File: config.mk
export PLATFORM = sky130hd
export DESIGN_NAME = layer_update
export DESIGN_NICKNAME = d
export VERILOG_FILES = /design/src/rtl/layer_pkg.sv /design/src/rtl/layer_update_sat_add.sv /design/src/rtl/layer_update.sv
export SDC_FILE = /design/constraint.sdc
export NUM_CORES = 1
export LEC_CHECK = 0
export ABC_AREA = 1
export BUFFER_PORTS_ARGS = -buffer_cell sky130_fd_sc_hd__buf_4
export CAP_MARGIN = 40
export CORE_ASPECT_RATIO = 0.75
export CORE_MARGIN = 2
export CORE_UTILIZATION = 39
export CTS_CLUSTER_DIAMETER = 200
export DETAILED_ROUTE_END_ITERATION = 7
export GPL_ROUTABILITY_DRIVEN = 1
export GPL_TIMING_DRIVEN = 0
export PLACE_DENSITY_LB_ADDON = 0.1
export SLEW_MARGIN = 20
export SYNTH_ARGS = -nofsm -noshare
export SYNTH_HDL_FRONTEND = slang
export SYNTH_SLANG_ARGS = --single-unit
export TNS_END_PERCENT = 100
File: constraint.sdc
create_clock -name clk -period 2.45 [get_ports clk]
set_input_delay 0.1225 -clock clk [delete_from_list [all_inputs] [get_ports clk]]
set_output_delay 0.1225 -clock clk [all_outputs]
set_load 0.05 [all_outputs]
File: src/rtl/layer_pkg.sv
// layer_pkg: shared state encoding, derived widths and weight saturation helper
package layer_pkg;

    typedef enum logic [1:0] {IDLE, ERR, UPD, DONE} upd_state_t;

    function automatic int width_e(input int width_o);
        return width_o + 1;
    endfunction

    function automatic int width_p(input int width_o, input int width_i);
        return width_o + width_i + 1;
    endfunction

    // Clamp a signed value into the range of a w-bit signed weight
    function automatic logic signed [31:0] sat_w(input logic signed [31:0] sum, input int w);
        logic signed [31:0] hi;
        logic signed [31:0] lo;
        hi = (32'sd1 <<< (w - 1)) - 32'sd1;
        lo = -(32'sd1 <<< (w - 1));
        return sum > hi ? hi : (sum < lo ? lo : sum);
    endfunction

endpackage

File: src/rtl/layer_update_sat_add.sv
// sat_add: signed adder whose result is clamped to a WY-bit signed range
module sat_add
    import layer_pkg::*;
#(
    parameter int WA = 9,
    parameter int WB = 12,
    parameter int WY = 9
) (
    input  logic signed [WA-1:0] a,
    input  logic signed [WB-1:0] b,
    output logic signed [WY-1:0] y
);
    localparam int WS = (WA > WB ? WA : WB) + 1;

    logic signed [WS-1:0] sum;

    assign sum = WS'(a) + WS'(b);
    assign y   = WY'(sat_w(32'(sum), WY));

endmodule

File: src/rtl/layer_update.sv
// layer_update: weight store for the forward layer with a sequential delta-rule update pass
module layer_update
    import layer_pkg::*;
#(
    parameter int LENGHT_I = 2,
    parameter int LENGHT_O = 1,
    parameter int WIDTH_W  = 9,
    parameter int WIDTH_I  = 1,
    parameter int WIDTH_O  = 10,
    parameter int SHIFT_LR = 2
) (
    input  logic                                      clk,
    input  logic                                      rst_n,
    input  logic                                      load,
    input  logic [LENGHT_I*LENGHT_O-1:0][WIDTH_W-1:0] w_init,
    input  logic                                      start,
    input  logic [LENGHT_I-1:0][WIDTH_I-1:0]          in,
    input  logic [LENGHT_O-1:0][WIDTH_O-1:0]          out_act,
    input  logic [LENGHT_O-1:0][WIDTH_O-1:0]          target,
    output logic [LENGHT_I*LENGHT_O-1:0][WIDTH_W-1:0] w_o,
    output logic                                      busy,
    output logic                                      done
);
    localparam int N       = LENGHT_I * LENGHT_O;
    localparam int WIDTH_E = width_e(WIDTH_O);
    localparam int WIDTH_P = width_p(WIDTH_O, WIDTH_I);
    localparam int KW      = LENGHT_O > 1 ? $clog2(LENGHT_O) : 1;
    localparam int MW      = LENGHT_I > 1 ? $clog2(LENGHT_I) : 1;
    localparam int JW      = N > 1 ? $clog2(N) : 1;

    upd_state_t state, state_nx;

    logic [KW-1:0]                   k;
    logic [MW-1:0]                   m;
    logic [JW-1:0]                   j;
    logic                            last_m, last;
    logic [LENGHT_I-1:0][WIDTH_I-1:0] in_q;
    logic [LENGHT_O-1:0][WIDTH_O-1:0] out_q, tgt_q;
    logic [LENGHT_O-1:0][WIDTH_E-1:0] err;
    logic [N-1:0][WIDTH_W-1:0]        w;
    logic signed [WIDTH_P-1:0]       p, d;
    logic signed [WIDTH_W-1:0]       w_new;

    assign j      = JW'(k * LENGHT_I + m);
    assign last_m = m == MW'(LENGHT_I - 1);
    assign last   = last_m && k == KW'(LENGHT_O - 1);

    // err is signed, the input is an unsigned magnitude and is zero-extended
    assign p = $signed({{(WIDTH_P-WIDTH_E){err[k][WIDTH_E-1]}}, err[k]})
             * $signed({{(WIDTH_P-WIDTH_I){1'b0}}, in_q[m]});
    assign d = p >>> SHIFT_LR;

    sat_add #(.WA(WIDTH_W), .WB(WIDTH_P), .WY(WIDTH_W)) u_sat (
        .a(w[j]),
        .b(d),
        .y(w_new)
    );

    assign w_o  = w;
    assign busy = state == ERR || state == UPD;
    assign done = state == DONE;

    always_ff @(posedge clk or negedge rst_n) begin
        if (!rst_n) state <= IDLE;
        else        state <= state_nx;
    end

    always_comb begin
        state_nx = state;
        case (state)
            IDLE:    state_nx = !load && start ? ERR : IDLE;
            ERR:     state_nx = UPD;
            UPD:     state_nx = last ? DONE : UPD;
            default: state_nx = IDLE;
        endcase
    end

    always_ff @(posedge clk or negedge rst_n) begin
        if (!rst_n) begin
            w     <= '0;
            k     <= '0;
            m     <= '0;
            in_q  <= '0;
            out_q <= '0;
            tgt_q <= '0;
            err   <= '0;
        end else begin
            case (state)
                IDLE: begin
                    if (load) begin
                        w <= w_init;
                    end else if (start) begin
                        in_q  <= in;
                        out_q <= out_act;
                        tgt_q <= target;
                    end
                end
                ERR: begin
                    for (int i = 0; i < LENGHT_O; i++)
                        err[i] <= {1'b0, tgt_q[i]} - {1'b0, out_q[i]};
                    k <= '0;
                    m <= '0;
                end
                UPD: begin
                    w[j] <= w_new;
                    m    <= last_m ? '0 : m + 1'b1;
                    k    <= last_m ? k + 1'b1 : k;
                end
                default: ;
            endcase
        end
    end

endmodule

==> impl_metrics.toml, run 1 <==
[layout]
area_growth_pct = 36.8
final_nets = 590
final_cells = 631
multi_input_area_sq_um = 2150
diodes = 0
n_fill_cell = 823
drive_above_1_share_pct = 36.9
regArea_sq_um = 1330

[synthesis]
yosys_warnings = 0
synthTopCellsByCount = "114 x nand2_1, 54 x nor2_1, 53 x dfrtp_1, 53 x inv_1, 48 x a21oi_1"
synth-seq-cells = 53
synthTopCellsByArea = "dfrtp_1 39%, nand2_1 13%, ha_1 8.5%"
syn_area_per_cell_sq_um = 7.62
synth_top_cell_by_area = "dfrtp_1"
synth_seq_area_share_pct = 39.4
synthFlopType = "dfrtp_1"
synthesis.area_sq_um = 3370
mappedNetlistNets = 510
synth-async-reset-ratio_pct = 100
synth_top_area_share_pct = 39.4
synth-edff-count = 0
synth_cells = 442
yosysMostFrequentCell = "nand2_1"
ys_types = 31

[worst_setup_path]
reg2reg_slack_ns = -0.05
startpoint_type = "flop"
cp.required_ns = 2.63
cp_max_fo = 8
crit_buf_inv = 2
reg2reg_from = "last_m"
cp-end-kind = "flop"
arrival_ns = 2.68
cp_top_family = "simple AND/OR/NAND/NOR gates"
worstPathCellList = "mux2i_4 -> buf_6 -> nor2_2 -> fa_2 -> nand2_1 -> nand2_1 -> nand3_2 -> nand3_4 -> o21ai_4 -> inv_2 -> nand2_8 -> nand2_4 -> nand3_1 -> a21oi_1"
path_class = "flop to flop"
crit_top_cell = "nand2_1"
r2r_cells = 14
r2r_end = "w_o[1]"
cp_slowest_cell = "dfrtp_2"
max_stage_delay_ns = 0.44

[global_route]
grt_usage_pct = 20.2
antenna_found_initial = 0
grt_pass1_wl_um = 15500
grt_pass1_vias = 3216
grt_max_degree = 54
overflow = 0

[placement]
dp_cells = 613
port_buffers = 63
routabilityCongestion = 0.898
hpwl_um = 6790

[cts]
clk_latency_ns = 0.29
cts_sinks = 53
htreeDepth = 2
ctsRootBufferMaster = "clkbuf_16"
cts.clk_slew.worst_paths_ns = 0.07
clockBufferDepth = 2
cts_tree = "yes"
cts_buffers = 5

[sta]
fin_skew_ns = 0.00986
slew_headroom_pct = 52.7
rsz0062_at_grt = "yes"
fin_crit_ns = 2.50
max_freq_mhz = 399
finalCritPeriodShare_pct = 102
slew_viol_final = 0
final_hold_viol_count = 0
fin_ws_ns = -0.0540
setup_viol = 16
worst-slew-pin-transition_ns = 0.710

[routing]
ant_nets = 0
drt_wl_total_um = 9300
routedWlPerCell_um = 14.7
drc = 0
drt_iter0_drc = 172
firstDrtPassIters = 4
via_per_inst = 4.97
routed-via-count = 3138

[floorplanning]
initial_core_util_pct = 40.0
die_area_sq_um = 9410
core_sq_um = 8420
num_rows = 29
die_w_um = 111
ios = 64
die_h_um = 84.5

[min_path]
min_path_cells = 2
worstHoldStart = "target[4]"
holdPathEnd = "tgt_q[4]"
hp-class = "input pin to flop"

[status]
violations = "negative setup slack"
status = "finished with violations"

[run]
maxCapViolations = 0
layer usage:
layer,part of all wire [%],wire [um],GRT usage (%)
met1,52,4880,31.6
met2,42,3880,29.4
met3,5.2,487,3.54
met4,0.52,48,3.59
met5,0,0,0
how the worst max path moves through the flow:
stage	startpoint	cells past startpoint	slack, ns	end
detailed placement	last_m	15	-0.44	w_o[7]
global placement	last_m	14	-0.43	w_o[6]
finish	last_m	14	-0.05	w_o[1]
global route	last_m	15	-0.20	w_o[0]
floorplan	last_m	14	0.02	w_o[10]
CTS	last_m	14	-0.05	w_o[10]
kinds of logic (layout without fill, tap and decap cells):
kind of cell               after synthesis  in the layout  synth area share (%)
DFF                                     53             53                  39.4
AOI/OAI and AO/OA                       80             80                  13.4
xor gates and xnor gates                 7              7                  1.82
muxes                                   13             13                  4.31
adders and majority gates               24             24                  9.13
and+or+nand+nor                        200            200                  24.3
buffers and inverters                   65            146                  7.72
repair_timing:
item | CTS | global route
endpoints found under the setup margin | 18 | 18
pin swaps | 21 | 27
resized for setup | 55 | 46
hold endpoints to repair | 53 | 0
hold buffers | 1 | 0
setup buffers | 6 | 3
area by class of cell:
class | instances | area share [%]
timing repair buffer | 73 | 12.2
buffer | 9 | 1.30
multi-input combinational | 324 | 46.6
clock buffer | 7 | 3.31
clock inverter | 1 | 0.190
inverter | 56 | 4.67
sequential | 53 | 28.8
tap | 108 | 2.93
per-stage QoR:
step / setup TNS (ns) / area [sq um] / worst slack, ns / hold slack [ns] / utilization, %
6_report: -0.691 / 4610 / -0.0540 / 0.0613 / 54.8
3_3_place_gp: -6.52 / 3990 / -0.431 / 0.215 / 47.4
5_1_grt: -2.98 / 4610 / -0.202 / 0.0504 / 54.8
3_5_place_dp: -6.91 / 3990 / -0.443 / 0.218 / 47.4
4_1_cts: -0.721 / 4430 / -0.0537 / 0.0590 / 52.7
2_1_floorplan: 0 / 3390 / 0.0159 / -0.173 / -
placed cells by master, fill, tap and decap left out, drive strengths merged:
cell / count
inv: 55
clkinv: 2
dlygate4sd3: 1
or2: 2
nand2: 118
o22ai: 2
nand3: 20
o21bai: 1
ha: 23
nand4: 2
o21ai: 17
a22oi: 2
mux2: 12
xnor2: 3
clkbuf: 12
buf: 76
nor2: 56
nor3: 2
xor2: 4
dfrtp: 53
a211oi: 1
fa: 1
mux2i: 1
a21oi: 57
flip-flops by register name (all words and copies together), names as in the netlist:
name    cells
err         9
in_q        2
k           1
last_m      1
out_q      10
state       2
tgt_q      10
w_o        18
Power of run 1 is not shown: default switching activity piles up to over one toggle a cycle in this logic, so the estimate is an artifact.
==> inputs of run 2 (changes only) <==
Settings changed: ABC_AREA 1 to default, SYNTH_HIERARCHICAL from default to 1.
==> run 2 against run 1 <==
Effect of this change: clock skew down 0.0030 ns; non-clock buffer count up 7; worst hold slack worse by 0.0021 ns; global-route usage down 2.0 points; the flow still finishes with violations (negative setup slack); die area up 5.9%; setup slack worse by 0.88 ns; largest cell class unchanged; via count down 7.9%; register-to-register slack worse by 0.88 ns.
==> impl_metrics.toml, run 2 <==
[layout]
final_nets = 507
diodes = 0
final_common_cell = "buf_4"
final_cell_mix = "74 x buf_4, 50 x dfrtp_1, 39 x a21oi_1"
area_growth_pct = 32.5
n_fill_cell = 805
drive_above_1_share_pct = 41.9
largest_register_ffs = 18

[min_path]
holdPathEnd = "tgt_q[4]"
min_path_cells = 2
worstHoldStart = "target[4]"
hp-class = "input pin to flop"

[synthesis]
synthFlopType = "dfrtp_1"
syn_area_per_cell_sq_um = 10.2
synth_seq_area_share_pct = 37.1
synth_cells = 350
synth-seq-cells = 53
yosys_warnings = 6
ys_types = 55
synth_top_family_by_area = "compound AO/OA/AOI/OAI gates"
synthAdderAreaFrac_pct = 9.65
mappedNetlistNets = 421
synth_top_area_share_pct = 37.1
synth_top_cell_by_area = "dfrtp_1"
synthesis.area_sq_um = 3580
synth-edff-count = 0
yosys.area_share.simple_pct = 13.6
synthTopCellsByCount = "53 x dfrtp_1, 51 x a21oi_1, 37 x mux2_2"
synthMuxAreaShare_pct = 12.6
synth-async-reset-ratio_pct = 100
synthTopCellsByArea = "dfrtp_1 37%, mux2_2 12%, ha_1 9.1%"
yosysMostFrequentCell = "dfrtp_1"
synth-xor-area-share_pct = 3.43
synth-compound-area-share_pct = 20.4

[worst_setup_path]
crit_top_cell = "a21oi_1"
cp_max_fo = 8
worstPathCellList = "mux2i_4 -> nor2b_4 -> ha_4 -> inv_2 -> fa_2 -> nand2b_4 -> a21o_4 -> a2111oi_4 -> o21ai_2 -> a31oi_4 -> buf_4 -> a41oi_4 -> buf_12 -> a21oi_4 -> a21oi_1 -> a21oi_1"
crit_buf_inv = 3
reg2reg_slack_ns = -0.93
max_stage_delay_ns = 0.45
r2r_cells = 16
path_class = "flop to flop"
cp_slowest_cell = "dfrtp_2"
cp-end-kind = "flop"
r2r_end = "w_o[16]"
reg2reg_from = "last_m"
cp.required_ns = 2.66
cp_top_family = "compound AO/OA/AOI/OAI gates"
startpoint_type = "flop"
arrival_ns = 3.59

[global_route]
grt_pass1_vias = 2790
grt_max_degree = 54
grt_usage_pct = 18.2
overflow = 0
grt_pass1_wl_um = 14300
antenna_found_initial = 0

[placement]
hpwl_um = 6570
routabilityCongestion = 0.870
port_buffers = 63

[floorplanning]
num_rows = 30
die_w_um = 115
initial_core_util_pct = 39.9
die_h_um = 87.0
ios = 64
core_sq_um = 8970
die_area_sq_um = 9970

[sta]
worst-slew-pin-transition_ns = 0.738
fin_crit_ns = 3.38
fin_skew_ns = 0.00681
fin_ws_ns = -0.932
setup_viol = 18
finalCritPeriodShare_pct = 138
slew_viol_final = 0
rsz0062_at_grt = "yes"
final_hold_viol_count = 0
whs_ns = 0.0592
slew_headroom_pct = 50.6
max_freq_mhz = 296

[run]
maxCapViolations = 0

[routing]
ant_nets = 0
drc = 0
routedWlPerCell_um = 15.9
drt_wl_total_um = 8720
firstDrtPassIters = 4
drt_iter0_drc = 211
routed-via-count = 2891
via_per_inst = 5.27

[cts]
htreeDepth = 2
ctsRootBufferMaster = "clkbuf_16"
cts_buffers = 5
clk_latency_ns = 0.29
cts_tree = "yes"
cts_sinks = 53
cts.clk_slew.worst_paths_ns = 0.07
clockBufferDepth = 2

[status]
status = "finished with violations"
violations = "negative setup slack"
==> run 2: cell count changes after synthesis, sizes merged, moves of 6 or more <==
cell,delta
nand3,-20
nand2b,+7
nor2b,+30
o21ai,-7
mux2,+26
nand2,-110
inv,-33
nor2,-24
a21o,+6
==> run 2: cell type report <==
class	count	area [sq um]	area share, %
multi-input cells	267	2380	50.1
flip-flops and latches	53	1330	28.0
repair buffers	79	623	13.1
well taps	112	140	2.96
clock buffers	6	129	2.72
inverters	20	77.6	1.64
plain buffers	10	52.6	1.11
clock inverters	2	13.8	0.290
==> run 2: stage by stage <==
step                      instance area [sq um]  std cells  setup TNS (ns)  util [%]  setup WS [ns]
after floorplan                            3670        350           -9.98         -         -0.590
after global placement                     4280        525          -17.28      47.7          -1.07
after detailed placement                   4280        525          -17.31      47.7          -1.07
after CTS                                  4550        543          -14.82      50.7         -0.893
after global routing                       4740        549          -17.66      52.9          -1.07
final                                      4740        549          -15.25      52.9         -0.932
==> run 2: per-layer routing <==
metal | part of all wire [%] | GRT usage, %
met1 | 54 | 29.5
met2 | 41 | 25.3
met3 | 4.1 | 2.78
met4 | 0.48 | 3.10
met5 | 0 | 0
==> run 2: cells by family after synthesis <==
logic type               Yosys count
AO/OA/AOI/OAI                     96
XOR/XNOR                          14
adder cells (fa/ha/maj)           27
buffers and inverters             30
flip-flops                        53
multiplexers                      40
AND/OR/NAND/NOR                   90
==> run 2: repair_timing <==
item / 4_1_cts / 5_1_grt
setup buffers: 9 / 6
endpoints found under the hold margin: 53 / 0
setup endpoints to repair: 18 / 18
gates resized for setup: 13 / 25
pin swaps: 6 / 23
hold buffers: 1 / 0
==> run 2: worst max path at each step <==
stage               startpoint      end  slack [ns]  cells past startpoint
CTS                     last_m   w_o[9]       -0.89                     16
floorplan               last_m  w_o[11]       -0.59                     14
detailed placement      last_m  w_o[16]       -1.07                     14
finish                  last_m  w_o[16]       -0.93                     16
global route            last_m   w_o[9]       -1.07                     16
global placement        last_m  w_o[16]       -1.07                     14
Power of run 2 is left out for the same reason.
==> inputs of run 3 (changes only) <==
Settings changed: CELL_PAD_IN_SITES_DETAIL_PLACEMENT from default to 1, CELL_PAD_IN_SITES_GLOBAL_PLACEMENT from default to 1.
Clock period 2.45 ns to 2.9 ns, I/O delays scaled along.
==> run 3 against run 2 <==
Effect of this change: the flow still finishes with violations (negative setup slack); critical path depth is 2 lower; cell count grew 0.73%; first-iteration DRC count is 52% lower; cell area increased by 2.0%; setup slack better by 0.37 ns.
==> impl_metrics.toml, run 3 (synthesis gave the netlist of run 2 again) <==
[cts]
ctsRootBufferMaster = "clkbuf_16"
htreeDepth = 2
cts_buffers = 5
clk_latency_ns = 0.30
cts.clk_slew.worst_paths_ns = 0.08
clockBufferDepth = 2
cts_tree = "yes"
cts_sinks = 53

[floorplanning]
die_w_um = 115
ios = 64
die_h_um = 87.0
die_area_sq_um = 9970
initial_core_util_pct = 39.9
num_rows = 30
core_sq_um = 8970

[sta]
fin_crit_ns = 3.46
fin_ws_ns = -0.558
fin_skew_ns = 0.00797
setup_viol = 18
whs_ns = 0.0695
finalCritPeriodShare_pct = 119
max_freq_mhz = 289
slew_viol_final = 0
worst-slew-pin-transition_ns = 0.835
final_hold_viol_count = 0
rsz0062_at_grt = "yes"
slew_headroom_pct = 44.2

[worst_setup_path]
cp_top_family = "compound AO/OA/AOI/OAI gates"
startpoint_type = "flop"
reg2reg_from = "last_m"
cp-end-kind = "flop"
crit_path_start = "last_m"
cp.required_ns = 3.12
cp_slowest_cell = "dfrtp_2"
crit_buf_inv = 2
worstPathCellList = "mux2i_4 -> buf_6 -> nor2b_1 -> ha_1 -> o211ai_1 -> a21o_4 -> a2111oi_4 -> o21ai_2 -> a31oi_4 -> o31ai_4 -> buf_12 -> a21oi_4 -> a21oi_2 -> a21oi_1"
arrival_ns = 3.68
cp_max_fo = 8
path_class = "flop to flop"
max_stage_delay_ns = 0.44

[routing]
routedWlPerCell_um = 19.1
drt_wl_total_um = 10600
ant_nets = 0
drt_iter0_drc = 101
routed-via-count = 2988
drc = 0
via_per_inst = 5.40
firstDrtPassIters = 4

[layout]
final_common_cell = "buf_4"
final_cell_mix = "79 x buf_4, 50 x dfrtp_1, 36 x mux2_2"
final_nets = 511
finalCoreUtilization_pct = 53.9
diodes = 0
area_growth_pct = 35.1
largest_register_ffs = 18
drive_above_1_share_pct = 44.2

[min_path]
worstHoldStart = "out_act[7]"
hp-class = "input pin to flop"

[global_route]
antenna_found_initial = 0
grt_usage_pct = 21.6
grt_pass1_vias = 3281
grt_pass1_wl_um = 16600
overflow = 0
grt_max_degree = 54

[placement]
routabilityCongestion = 0.817
port_buffers = 63
hpwl_um = 7520

[status]
status = "finished with violations"
violations = "negative setup slack"

[run]
maxCapViolations = 0
-- run 3: path summary, 6_finish.rpt --
path | end | slack, ns | cells after the start
worst max-delay path | w_o[15] | -0.56 | 14
worst max register to register | w_o[15] | -0.56 | 14
worst min register to register | err[5] | 0.51 | 1
min in group asynchronous | out_q[1] | 0.42 | 2
max in group asynchronous | w_o[0] | 1.94 | 2
worst min-delay path | out_q[7] | 0.07 | 2
-- run 3: routing by layer --
layer | routed length, um | global-route usage (%) | vias up
met4 | 104 | 4.99 | 0
met3 | 277 | 3.62 | 11
met2 | 4810 | 33.1 | 52
met1 | 5380 | 31.8 | 1501
met5 | 0 | 0 | -
li1 | - | - | 1424
-- run 3: repair_timing --
item                                    CTS  global route
pin swaps                                13            24
endpoints found under the hold margin    53             0
setup buffers                            10             9
hold buffers                              1             0
endpoints found under the setup margin   18            18
resized for setup                        10            33
-- run 3: final cells by class --
cell class | count | area [sq um]
Sequential cell | 53 | 1330
Buffer | 10 | 52.6
Multi-Input combinational cell | 267 | 2410
Clock buffer | 5 | 125
Tap cell | 112 | 140
Clock inverter | 3 | 48.8
Fill cell | 1004 | 4140
Inverter | 20 | 75.1
Timing Repair Buffer | 83 | 658
-- run 3: per-stage QoR --
step           setup TNS (ns)  instance area, sq um  std cells  worst slack (ns)
4_1_cts                 -8.05                  4610        544            -0.493
3_5_place_dp           -10.17                  4280        525            -0.664
2_1_floorplan           -2.16                  3670        350            -0.140
6_report                -8.95                  4840        553            -0.558
5_1_grt                -11.56                  4840        553            -0.695
3_3_place_gp           -10.10                  4280        525            -0.671
-- run 3: worst register-to-register path, stage by stage (launching register included) --
cell and delay (ns):
dfrtp_2 0.44, mux2i_4 0.44, buf_6 0.16, nor2b_1 0.04, ha_1 0.38, o211ai_1 0.15
a21o_4 0.24, a2111oi_4 0.36, o21ai_2 0.14, a31oi_4 0.27, o31ai_4 0.13, buf_12 0.17
a21oi_4 0.23, a21oi_2 0.08, a21oi_1 0.15
Power of run 3 is left out for the same reason.
